--- src/rtl/module_instruction_fetch_pkg.sv ---
// Shared types and constants for the instruction fetch stage.
package module_instruction_fetch_pkg;

    localparam int unsigned XLEN = 32;
    localparam logic [XLEN-1:0] NOP_INSTR = 32'h00000013;

    typedef enum logic [2:0] {
        ST_IDLE = 3'd0,
        ST_REQ  = 3'd1,
        ST_WAIT = 3'd2,
        ST_HOLD = 3'd3,
        ST_DROP = 3'd4
    } fetch_state_e;

    // Entry presented to decode.
    typedef struct packed {
        logic [XLEN-1:0] instr;
        logic [XLEN-1:0] addr;
        logic            misaligned;
    } fetch_entry_t;

    localparam fetch_entry_t EMPTY_ENTRY = '{instr: NOP_INSTR, addr: '0, misaligned: 1'b0};

    function automatic logic is_aligned(input logic [1:0] lsb);
        return lsb == 2'b00;
    endfunction

endpackage

--- src/rtl/module_instruction_fetch.sv ---
// Instruction fetch: one outstanding imem transaction, held word for decode,
// flush with in-flight response discard and misaligned-PC faults.
module module_instruction_fetch
    import module_instruction_fetch_pkg::*;
(
    input  logic            clock,
    input  logic            reset,
    input  logic [XLEN-1:0] pc_addr,
    input  logic            pc_valid,
    output logic            pc_ready,
    input  logic            flush,
    output logic            imem_req,
    output logic [XLEN-1:0] imem_addr,
    input  logic            imem_gnt,
    input  logic            imem_rvalid,
    input  logic [XLEN-1:0] imem_rdata,
    output logic            instr_valid,
    output logic [XLEN-1:0] instr,
    output logic [XLEN-1:0] instr_addr,
    input  logic            instr_ready,
    output logic            misaligned
);

    fetch_state_e    state_q, state_d;
    logic            req_q, req_d;
    logic [XLEN-1:0] req_addr_q, req_addr_d;
    logic            valid_q, valid_d;
    fetch_entry_t    entry_q, entry_d;

    logic pc_ready_c;
    logic pc_take_c;
    logic pc_ok_c;

    // PC acceptance: only when nothing is in flight and the held slot frees up.
    always_comb begin
        pc_ready_c = 1'b0;
        unique case (state_q)
            ST_IDLE: pc_ready_c = ~flush;
            ST_HOLD: pc_ready_c = instr_ready & ~flush;
            default: pc_ready_c = 1'b0;
        endcase
    end

    assign pc_take_c = pc_valid & pc_ready_c;
    assign pc_ok_c   = is_aligned(pc_addr[1:0]);

    // Next-state and registered-output logic.
    always_comb begin
        state_d    = state_q;
        req_d      = req_q;
        req_addr_d = req_addr_q;
        valid_d    = valid_q;
        entry_d    = entry_q;

        unique case (state_q)
            ST_IDLE, ST_HOLD: begin
                if (flush) begin
                    state_d = ST_IDLE;
                    valid_d = 1'b0;
                    entry_d = EMPTY_ENTRY;
                end else if (pc_take_c) begin
                    if (pc_ok_c) begin
                        state_d    = ST_REQ;
                        req_d      = 1'b1;
                        req_addr_d = pc_addr;
                        valid_d    = 1'b0;
                        entry_d    = EMPTY_ENTRY;
                    end else begin
                        // Fault entry: no memory access, NOP carried to decode.
                        state_d = ST_HOLD;
                        valid_d = 1'b1;
                        entry_d = '{instr: NOP_INSTR, addr: pc_addr, misaligned: 1'b1};
                    end
                end else if (state_q == ST_HOLD && instr_ready) begin
                    state_d = ST_IDLE;
                    valid_d = 1'b0;
                    entry_d = EMPTY_ENTRY;
                end
            end
            ST_REQ: begin
                if (flush) begin
                    state_d = imem_gnt ? ST_DROP : ST_IDLE;
                    req_d   = 1'b0;
                end else if (imem_gnt) begin
                    state_d = ST_WAIT;
                    req_d   = 1'b0;
                end
            end
            ST_WAIT: begin
                if (flush) begin
                    state_d = imem_rvalid ? ST_IDLE : ST_DROP;
                end else if (imem_rvalid) begin
                    state_d = ST_HOLD;
                    valid_d = 1'b1;
                    entry_d = '{instr: imem_rdata, addr: req_addr_q, misaligned: 1'b0};
                end
            end
            ST_DROP: begin
                if (imem_rvalid) begin
                    state_d = ST_IDLE;
                end
            end
            default: begin
                state_d = ST_IDLE;
                req_d   = 1'b0;
                valid_d = 1'b0;
                entry_d = EMPTY_ENTRY;
            end
        endcase
    end

    always_ff @(posedge clock or posedge reset) begin
        if (reset) begin
            state_q    <= ST_IDLE;
            req_q      <= 1'b0;
            req_addr_q <= '0;
            valid_q    <= 1'b0;
            entry_q    <= EMPTY_ENTRY;
        end else begin
            state_q    <= state_d;
            req_q      <= req_d;
            req_addr_q <= req_addr_d;
            valid_q    <= valid_d;
            entry_q    <= entry_d;
        end
    end

    assign pc_ready    = pc_ready_c;
    assign imem_req    = req_q;
    assign imem_addr   = req_addr_q;
    assign instr_valid = valid_q;
    assign instr       = entry_q.instr;
    assign instr_addr  = entry_q.addr;
    assign misaligned  = entry_q.misaligned;

endmodule

--- config.mk ---
export PLATFORM = sky130hd
export DESIGN_NAME = module_instruction_fetch
export DESIGN_NICKNAME = d
export VERILOG_FILES = /design/src/rtl/module_instruction_fetch_pkg.sv /design/src/rtl/module_instruction_fetch.sv
export SDC_FILE = /design/constraint.sdc
export NUM_CORES = 1
export LEC_CHECK = 0
export BUFFER_PORTS_ARGS = -buffer_cell sky130_fd_sc_hd__clkbuf_2
export CAP_MARGIN = 20
export CORE_MARGIN = 2
export CORE_UTILIZATION = 35
export DETAILED_ROUTE_END_ITERATION = 6
export HOLD_SLACK_MARGIN = 0.02
export REMOVE_ABC_BUFFERS = 1
export SLEW_MARGIN = 25
export SYNTH_ARGS = -nofsm -noshare
export SYNTH_HDL_FRONTEND = slang
export SYNTH_SLANG_ARGS = --single-unit
--- constraint.sdc ---
create_clock -name clock -period 3.04 [get_ports clock]
set_input_delay 0.304 -clock clock [delete_from_list [all_inputs] [get_ports clock]]
set_output_delay 0.304 -clock clock [all_outputs]
set_load 0.05 [all_outputs]
# Word-level counts from Yosys, hierarchy flattened
# Cells that the tools add are included.
# classes
n_reduce_logical,10
n_bitwise,5
n_eq_ne,13
n_mux,33
# ops
op,n
$mux W65,5
$pmux W65 S3,1
$mux W33,1
$mux W3,10
$ne A2 B2 Y1 const B,6
$pmux W3 S4,1
$reduce_and A4 Y1,3
$mux W1,11
$eq A3 B2 Y1 const B,2
$ne A3 B3 Y1 const B,2
$pmux W1 S3,2
$reduce_or A2 Y1,3
$reduce_and A5 Y1,1
$ne A4 B4 Y1 const B,1
$eq A3 B1 Y1 const B,1
$eq A3 B3 Y1 const B,1
$logic_not A3 Y1,1
$not A1 Y1,3
$and A1 B1 Y1,2
$logic_not A2 Y1,1
$mux W2,1
$pmux W1 S2,1
$logic_and A1 B1 Y1,1
# word_totals
ff_bits,102
input_bits,71
word_cells,68

# Logic depth before layout (Yosys ltp)
# Gate-level depths: netlist of the first run.
# logic_depth
depth_word,7
mapped_depth,7
depth_no_buf,4

# Worst setup path before layout of the first run
# No wires, ideal clock.
# synth_path
path_kind,reg2out
start,register state_q[2]
end,output pc_ready
path_slack_ns,1.222
t_arrival_ns,1.514
path_stages_with_launch,4
n_path_buf,1
path_cell_list,dfrtp_1 > clkbuf_1 > or2_2 > nor2_1
# synth_between
elab_chain_len,2
word_cells_on_any_way,3
cone_classes,eq/ne: 1; mux: 1; reduce/logical: 1
# synth_rtl
item,line_no,source
"start, declared",module_instruction_fetch.sv:24,"fetch_state_e state_q, state_d;"
"start signal, assigned",module_instruction_fetch.sv:120,state_q <= state_d;
$eq A3 B2 Y1 / $logic_not A3 Y1 (equally long branches),module_instruction_fetch.sv:37,unique case (state_q)
$pmux W1 S2 *,module_instruction_fetch.sv:37,
"end, declared",module_instruction_fetch.sv:10,"output logic pc_ready,"
# Every way passes the cells marked *; elsewhere a longest branch is shown, timed or not.

# Final worst setup path of the first run
# layout_path
start,register state_q[1]
end,"register entry_q, in the netlist instr_addr[4]"
# layout_between
elab_chain_len,6
word_cells_on_any_way,18
cone_classes,eq/ne: 7; mux: 4; bitwise: 2; reduce/logical: 5
# layout_rtl
item,line_no,source
$eq A3 B2 Y1 / $logic_not A3 Y1 (equally long branches),"module_instruction_fetch.sv:37, module_instruction_fetch.sv:55, module_instruction_fetch.sv:74",
$pmux W1 S2,module_instruction_fetch.sv:37,
$and A1 B1 Y1,module_instruction_fetch.sv:44,assign pc_take_c = pc_valid & pc_ready_c;
$mux W65,module_instruction_fetch.sv:61,end else if (pc_take_c) begin
$mux W65,module_instruction_fetch.sv:57,if (flush) begin
$pmux W65 S3,module_instruction_fetch.sv:55,unique case (state_q)
"end signal, assigned",module_instruction_fetch.sv:124,entry_q <= entry_d;
"end, declared",module_instruction_fetch.sv:28,"fetch_entry_t entry_q, entry_d;"
# Parallel ways exist; a longest one is shown, timed or not.
# A chain may end at the register's enable or synchronous reset.

==> results of run 1 <==
## cells by family (layout without fill, tap and decap cells)
logic type	after synthesis	in the layout	share of synthesized area [%]
AOI/OAI and AO/OA	49	49	9.37
buffers and inverters	61	229	6.65
DFF	102	102	55.5
muxes	94	94	22.2
and+or+nand+nor	61	61	6.33
## worst register-to-register path, delay by kind of cell (launching register included)
kind / cells / cell delay, ns
AND/OR/NAND/NOR: 1 / 0.29
buffers and inverters: 1 / 0.31
flip-flops: 1 / 0.50
multiplexers: 1 / 0.39
AO/OA/AOI/OAI: 2 / 0.70
## state kept, by name (all words and copies together) (netlist names)
name,cells
state_q,3
instr_addr,32
instr,32
imem_addr,32
misaligned,1
instr_valid,1
imem_req,1
## layer usage
| layer | part of all wire [%] | global-route usage, % | vias up |
|---|---|---|---|
| met5 | 0 | 0 | - |
| met4 | 1.5 | 6.03 | 0 |
| met3 | 6.3 | 3.76 | 11 |
| met2 | 47 | 26.0 | 136 |
| met1 | 46 | 22.0 | 1665 |
| li1 | - | - | 1611 |
## worst max-delay path by stage
stage / end / slack, ns / start / depth (start not counted)
6_report: instr_addr[4] / 0.74 / state_q[1] / 5
5_1_grt: instr_addr[5] / 0.61 / state_q[1] / 5
4_1_cts: instr_addr[5] / 0.74 / state_q[1] / 5
3_5_place_dp: instr_addr[4] / 0.75 / state_q[1] / 5
3_3_place_gp: instr_addr[12] / 0.85 / state_q[1] / 5
2_1_floorplan: instr_addr[0] / -0.25 / state_q[1] / 4
## placed cells by master (no fill, tap or decap), types with 2 or more instances in the layout
master,instances
sky130_fd_sc_hd__clkbuf_2,170
sky130_fd_sc_hd__buf_4,5
sky130_fd_sc_hd__clkbuf_8,2
sky130_fd_sc_hd__and2_1,2
sky130_fd_sc_hd__and2b_1,2
sky130_fd_sc_hd__dfrtp_1,99
sky130_fd_sc_hd__o21ai_1,2
sky130_fd_sc_hd__inv_1,34
sky130_fd_sc_hd__nor2_1,8
sky130_fd_sc_hd__a22o_1,2
sky130_fd_sc_hd__a21oi_1,4
sky130_fd_sc_hd__nand2_1,32
sky130_fd_sc_hd__clkbuf_16,9
sky130_fd_sc_hd__o21ai_0,3
sky130_fd_sc_hd__o31ai_1,2
sky130_fd_sc_hd__a32o_1,29
sky130_fd_sc_hd__nor3b_1,2
sky130_fd_sc_hd__or3_1,3
sky130_fd_sc_hd__mux2_1,10
sky130_fd_sc_hd__dfstp_2,3
sky130_fd_sc_hd__mux2i_1,30
sky130_fd_sc_hd__nand2b_1,2
sky130_fd_sc_hd__buf_12,4
sky130_fd_sc_hd__mux2_2,54
## through the flow
stage | cell area, sq um | TNS [ns] | util [%] | hold slack [ns]
CTS | 5940 | 0 | 46.7 | 0.0778
floorplan | 4430 | -10.52 | - | 0.436
global route | 5940 | 0 | 46.7 | 0.102
finish | 5940 | 0 | 46.7 | 0.0535
global placement | 5640 | 0 | 44.3 | 0.438
detailed placement | 5640 | 0 | 44.3 | 0.453
## synthesized netlist by cell type (all sizes together)
| cell | instances |
|---|---|
| o211a | 1 |
| nand2b | 2 |
| and3b | 1 |
| clkbuf | 5 |
| and3 | 1 |
| nand3 | 1 |
| or3 | 3 |
| a21oi | 4 |
| o211ai | 1 |
| a211oi | 1 |
| dfrtp | 99 |
| o41a | 1 |
| nand4 | 1 |
| a32o | 29 |
| dfstp | 3 |
| nor3 | 2 |
| a22oi | 1 |
| buf | 21 |
| o31ai | 2 |
| o21ai | 5 |
| a22o | 2 |
| inv | 35 |
| and2b | 2 |
| o21bai | 1 |
| nor3b | 2 |
| nand3b | 1 |
| mux2 | 64 |
| and2 | 2 |
| or2 | 1 |
| mux2i | 30 |
| nand2 | 32 |
| o21a | 1 |
| nor2 | 10 |
## final cells by class
| cell class | count | area [sq um] |
|---|---|---|
| flip-flops and latches | 102 | 2560 |
| multi-input cells | 204 | 1760 |
| repair buffers | 179 | 968 |
| clock inverters | 3 | 43.8 |
| fillers | 1226 | 6790 |
| clock buffers | 12 | 256 |
| well taps | 172 | 215 |
| inverters | 35 | 134 |
==> metrics.md, run 1 <==
| Metric | Value |
|---|---|
| Congestion Overflow GR | `0` |
| Crit path capture type | `register` |
| RSZ-0062 raised after global routing | `false` |
| Maximum clock insertion buffer count | `2` |
| Share of post-route cells with drive strength above 1 | `48.0%` |
| Top achievable clock speed | `0.435 GHz` |
| Max capacitance violation total | `0` |
| Transition at the pin with the smallest max-transition slack | `0.768 ns` |
| Flip-flop and latch count after synthesis | `roughly 100` |
| Post-synth top area share | `a little over half` |
| Final setup violation count | `0` |
| Buffers inserted during post-CTS setup optimization | `0` |
| Row count | `41` |
| Half-perimeter wire length after placement | `approximately 7700 um` |
| Worst Path Required | `~3.3 ns` |
| Number of vias in the routed layout | `between 3,000 and 4,000` |
| Largest net degree at the start of global routing | `between 50 and 60` |
| Post-route minimum period | `2.30 ns` |
| Area Growth Syn to Fin | `28.9%` |
| Initial antenna violation count | `0` |
| Max-slew violation count | `0` |
| Number of inserted diodes | `0` |
| Status | `completed` |
| Largest fanout of any net on the critical path | `38` |
| Via count of the first global-routing pass | `3,424` |
| Top Family by Delay on Critical Path | `compound AO/OA/AOI/OAI gates` |
| Largest cells by area after synthesis | `sky130_fd_sc_hd__dfrtp_1, sky130_fd_sc_hd__mux2_2, sky130_fd_sc_hd__mux2i_1, sky130_fd_sc_hd__a32o_1, sky130_fd_sc_hd__inv_1` |
| Post-CTS Resized | `0` |
| Critical Path, Cell by Cell | `and2b_1 > a211oi_2 > o21a_4 > buf_12 > mux2_2` |
| H-tree levels | `3` |
| Clock root cell | `sky130_fd_sc_hd__clkbuf_16` |
| Total detailed-routing wirelength | `11,100 um` |
| Die ar. | `between 10,000 and 15,000 sq um` |
| Net count reported at finish | `approximately 600` |
| Mean Syn Cell Area | `about 13 sq um` |
| Post-detailed-route DRC marker count | `0` |
| Worst path buffer plus inverter count | `1` |
| Worst R2R Setup Slack | `0.74 ns` |
| Type of the worst min-delay path | `input pin to async pin` |
| Reg2reg start | `state_q[1]` |
| Number of hold-slack violations in the final timing report | `0` |
| Sequential fraction of the synthesis area | `between 50% and 60%` |
| Clock-pin slew reported for the worst setup and hold paths after clock tree synthesis | `0.07 ns` |
| Die Height | `about 120 um` |
| Number of top-level pins | `171` |
| Sink count of the clock tree | `between 100 and 150` |
| Number of cells after detailed placement | `about 690` |
| Worst R2R End | `instr_addr[4]` |
| Worst-case setup slack after placement | `between 0.7 and 0.8 ns` |
| First-iteration detailed-routing DRC count | `around 130` |
| Post-Synthesis Cells | `~370` |
| Global Route Usage Sum | `between 15 and 20%` |
| CTS tree | `yes` |
| Critical-path cell with the highest stage delay | `sky130_fd_sc_hd__dfrtp_1` |
| Leading area contributor after synthesis | `sky130_fd_sc_hd__dfrtp_1` |
| Drt first pass iters | `5` |
| Placer Congestion | `just over 0.8` |
| Number of buffers added by the clock tree synthesis step | `9` |
| Via density per instance | `roughly 4.8` |
| Routed len/inst | `15.7 um` |
| Crit path DAT | `2.53 ns` |
| Worst setup slack after layout | `between 0.7 and 0.8 ns` |
| Core area | `12,700 sq um` |
| Wire length of the first global-routing pass | `18,200 um` |
| Type of the worst setup path | `register to register` |
| Crit share post-route | `75.6%` |
| Horizontal extent of the die | `119 um` |
| Number of hold buffers added after CTS | `0` |
| R2R depth | `5` |
| Number of port buffers | `between 150 and 200` |
| Count of nets left with antenna violations after detail routing | `0` |
| Cell Count, Final, Fillers Out | `707` |
| Number of warnings issued by yosys | `0` |
| Rel. slew slack | `between 40 and 50%` |
| Category of the worst setup path launch point | `register` |
| Layout Skew | `0.00457 ns` |
| Clock latency of the later-clocked register in the worst-skew pair | `between 0.3 and 0.4 ns` |
| Effective utilization at floorplan | `between 30% and 40%` |
| Peak per-stage delay on the critical path | `roughly 0.50 ns` |
| Total standard cell area after synthesis | `4610 sq um` |
| Netlist cell types | `39` |
Power of run 1 is not shown: default switching activity piles up to over one toggle a cycle in this logic, so the estimate is an artifact.
==> inputs of run 2 (changes only) <==
ABC_AREA = 1   (was default)
clock period = 2.1 ns   (was 3.04 ns; I/O delays follow)
==> metrics.md, run 2 <==
| Metric | Value |
|---|---|
| Largest cells by area after synthesis | `sky130_fd_sc_hd__dfrtp_1, sky130_fd_sc_hd__nand2_1, sky130_fd_sc_hd__nand3_1, sky130_fd_sc_hd__nand3b_1, sky130_fd_sc_hd__inv_1` |
| Startpoint of the most critical hold path | `pc_addr[30]` |
| Maximum clock insertion buffer count | `2` |
| Layout Skew | `0.00488 ns` |
| Status | `completed` |
| Total standard cell area after synthesis | `between 4000 and 5000 sq um` |
| Transition at the pin with the smallest max-transition slack | `0.509 ns` |
| First-iteration detailed-routing DRC count | `about 250` |
| Dominant synthesized flop cell | `sky130_fd_sc_hd__dfrtp_1` |
| Commonest cells after routing, fill and taps aside | `sky130_fd_sc_hd__nand2_1, sky130_fd_sc_hd__clkbuf_2, sky130_fd_sc_hd__dfrtp_1` |
| Crit path capture type | `output port` |
| Die ar. | `between 15,000 and 20,000 sq um` |
| Number of vias in the routed layout | `roughly 4,700` |
| Leading area contributor after synthesis | `sky130_fd_sc_hd__dfrtp_1` |
| Post-CTS Resized | `0` |
| Rel. slew slack | `around two thirds` |
| Max capacitance violation total | `0` |
| Clock latency of the later-clocked register in the worst-skew pair | `about 0.34 ns` |
| Flip-flop and latch count after synthesis | `102` |
| Peak per-stage delay on the critical path | `around 0.43 ns` |
| Reg2reg start | `state_q[0]` |
| Number of port buffers | `between 150 and 200` |
| Number of hold buffers added after CTS | `1` |
| Design Power | `~12,000 uW` |
| Count of nets left with antenna violations after detail routing | `0` |
| Row count | `43` |
| Netlist cell types | `20` |
| Category of the worst setup path launch point | `register` |
| Number of warnings issued by yosys | `0` |
| Final hold slack | `~0.10 ns` |
| Share of post-route cells with drive strength above 1 | `roughly a quarter` |
| Via density per instance | `4.70` |
| Type of the worst setup path | `register to output port` |
| Final setup violation count | `0` |
| Max-slew violation count | `0` |
| Number of hold-slack violations in the final timing report | `0` |
| Post-route minimum period | `roughly 2.0 ns` |
| Worst Path Required | `~1.9 ns` |
| Global Route Usage Sum | `approximately a fifth` |
| Number of inserted diodes | `0` |
| Clock-pin slew reported for the worst setup and hold paths after clock tree synthesis | `approximately 0.07 ns` |
| Horizontal extent of the die | `about 120 um` |
| Clock root cell | `sky130_fd_sc_hd__clkbuf_16` |
| Worst path buffer plus inverter count | `2` |
| Largest net degree at the start of global routing | `64` |
| Proportion of power drawn by flip-flops and latches | `approximately 30%` |
| Number of buffers added by the clock tree synthesis step | `9` |
| Drt first pass iters | `5` |
| Mean Syn Cell Area | `between 7 and 8 sq um` |
| Half-perimeter wire length after placement | `between 9000 and 10,000 um` |
| Wire length of the first global-routing pass | `approximately 22,000 um` |
| Most numerous cell types in the synthesized netlist | `sky130_fd_sc_hd__nand2_1, sky130_fd_sc_hd__dfrtp_1, sky130_fd_sc_hd__nand3_1, sky130_fd_sc_hd__inv_1, sky130_fd_sc_hd__nor2_1` |
| Area Growth Syn to Fin | `27.4%` |
| Most used standard cell by instance count after synthesis | `sky130_fd_sc_hd__nand2_1` |
| Total power density per cell area | `1830 nW/um^2` |
| Routed len/inst | `around 14 um` |
| Switching fraction of total power | `between 50% and 60%` |
| H-tree levels | `3` |
| Power share of the clock group | `approximately 14%` |
| Largest fanout of any net on the critical path | `12` |
| Sink count of the clock tree | `between 100 and 150` |
| RSZ-0062 raised after global routing | `false` |
| Core area | `13,900 sq um` |
| Leak pwr | `0.00373 uW` |
| CTS tree | `yes` |
| Sequential fraction of the synthesis area | `between 50 and 60%` |
| Switching Power | `6430 uW` |
| Internal Dissipation | `just over 5000 uW` |
| Post-Synthesis Cells | `roughly 660` |
| Maximum vdd drop | `865 uV` |
| Crit share post-route | `a little over nine tenths` |
| Via count of the first global-routing pass | `~4,300` |
| Placer Congestion | `~0.74` |
| Share of async-settable or async-resettable flops after synthesis | `between 90% and 100%` |
| Effective utilization at floorplan | `35.8%` |
| Initial antenna violation count | `0` |
| Number of flops mapped to enable cells by yosys | `0` |
| Total detailed-routing wirelength | `13,900 um` |
| Post-synth top area share | `approximately half` |
| Most common cell after layout, fill and taps aside | `sky130_fd_sc_hd__nand2_1` |
| Worst-case setup slack after placement | `0.329 ns` |
| Congestion Overflow GR | `0` |
| Critical Path, Cell by Cell | `nor2_1 > nand3_1 > nand2_2 > buf_4 > clkbuf_2` |
| Fraction of power consumed by combinational cells | `56.5%` |
| Number of top-level pins | `171` |
| Buffers inserted during post-CTS setup optimization | `0` |
| Top Family by Delay on Critical Path | `buffers and inverters` |
| Startpoint of the most critical setup path | `state_q[0]` |
| Top achievable clock speed | `between 0.5 and 0.6 GHz` |
| Net count reported at finish | `about 890` |
| Worst setup slack after layout | `between 0.1 and 0.15 ns` |
| Crit path DAT | `~1.8 ns` |
| Type of the worst min-delay path | `input pin to register` |
| Post-detailed-route DRC marker count | `0` |
| Critical-path cell with the highest stage delay | `sky130_fd_sc_hd__dfrtp_1` |
| Die Height | `~120 um` |
-- run 2: cell types whose count changed after synthesis, moves of 30 or more --
| cell | change |
|---|---|
| sky130_fd_sc_hd__mux2_2 | -54 |
| sky130_fd_sc_hd__mux2i_1 | -30 |
| sky130_fd_sc_hd__nand2_1 | +250 |
| sky130_fd_sc_hd__nand3_1 | +75 |
| sky130_fd_sc_hd__nor2_1 | +30 |
-- run 2: final timing paths --
check	depth (start not counted)	slack, ns	end
worst max register to register	10	0.32	instr[20]
worst min register to register	2	0.46	instr[4]
worst max-delay path	5	0.12	pc_ready
worst min-delay path	3	0.10	imem_addr[30]
min in group asynchronous	4	0.47	instr[21]
max in group asynchronous	4	1.17	instr[4]
-- run 2: tightest hold or removal path: cells and delay by family --
family	cells	cell delay (ns)
buffers and inverters	2	0.14
AOI/OAI and AO/OA	1	0.06
-- run 2: area by class of cell --
class,count,area [sq um]
flip-flops and latches,102,2560
fillers,1456,7550
repair buffers,189,1050
clock buffers,13,270
multi-input cells,468,2050
well taps,180,225
inverters,44,168
clock inverters,3,17.5
-- run 2: power groups by stage --
stage | clock network, uW | logic, uW | registers (uW)
after global routing | 1760 | 7050 | 3530
after CTS | 1680 | 6630 | 3430
after detailed placement | 0 | 6610 | 3450
final | 1620 | 6550 | 3420
after floorplan | 0 | 1800 | 6230
after global placement | 0 | 6560 | 3450
-- run 2: cell families after synthesis --
kind of cell    Yosys count  synth area share (%)
buf+inv                  87                  7.71
flops                   102                  51.5
compound gates           37                  3.83
simple gates            431                  37.0
-- run 2: through the flow --
| stage | setup TNS, ns | util (%) | cells | area, sq um |
|---|---|---|---|---|
| global placement | 0 | 43.4 | 982 | 6030 |
| floorplan | -253.66 | - | 614 | 4750 |
| CTS | 0 | 45.6 | 999 | 6330 |
| global route | 0 | 45.6 | 999 | 6330 |
| detailed placement | 0 | 43.4 | 982 | 6030 |
| finish | 0 | 45.6 | 999 | 6330 |
-- run 2: layer usage --
metal	vias to the layer above	global-route usage, %	part of all wire (%)
met1	2135	27.1	47
met2	177	28.4	45
met4	0	6.25	1.3
li1	2371	-	-
met3	12	3.51	6.6
met5	-	0	0
(Power assumes the default switching activity.)
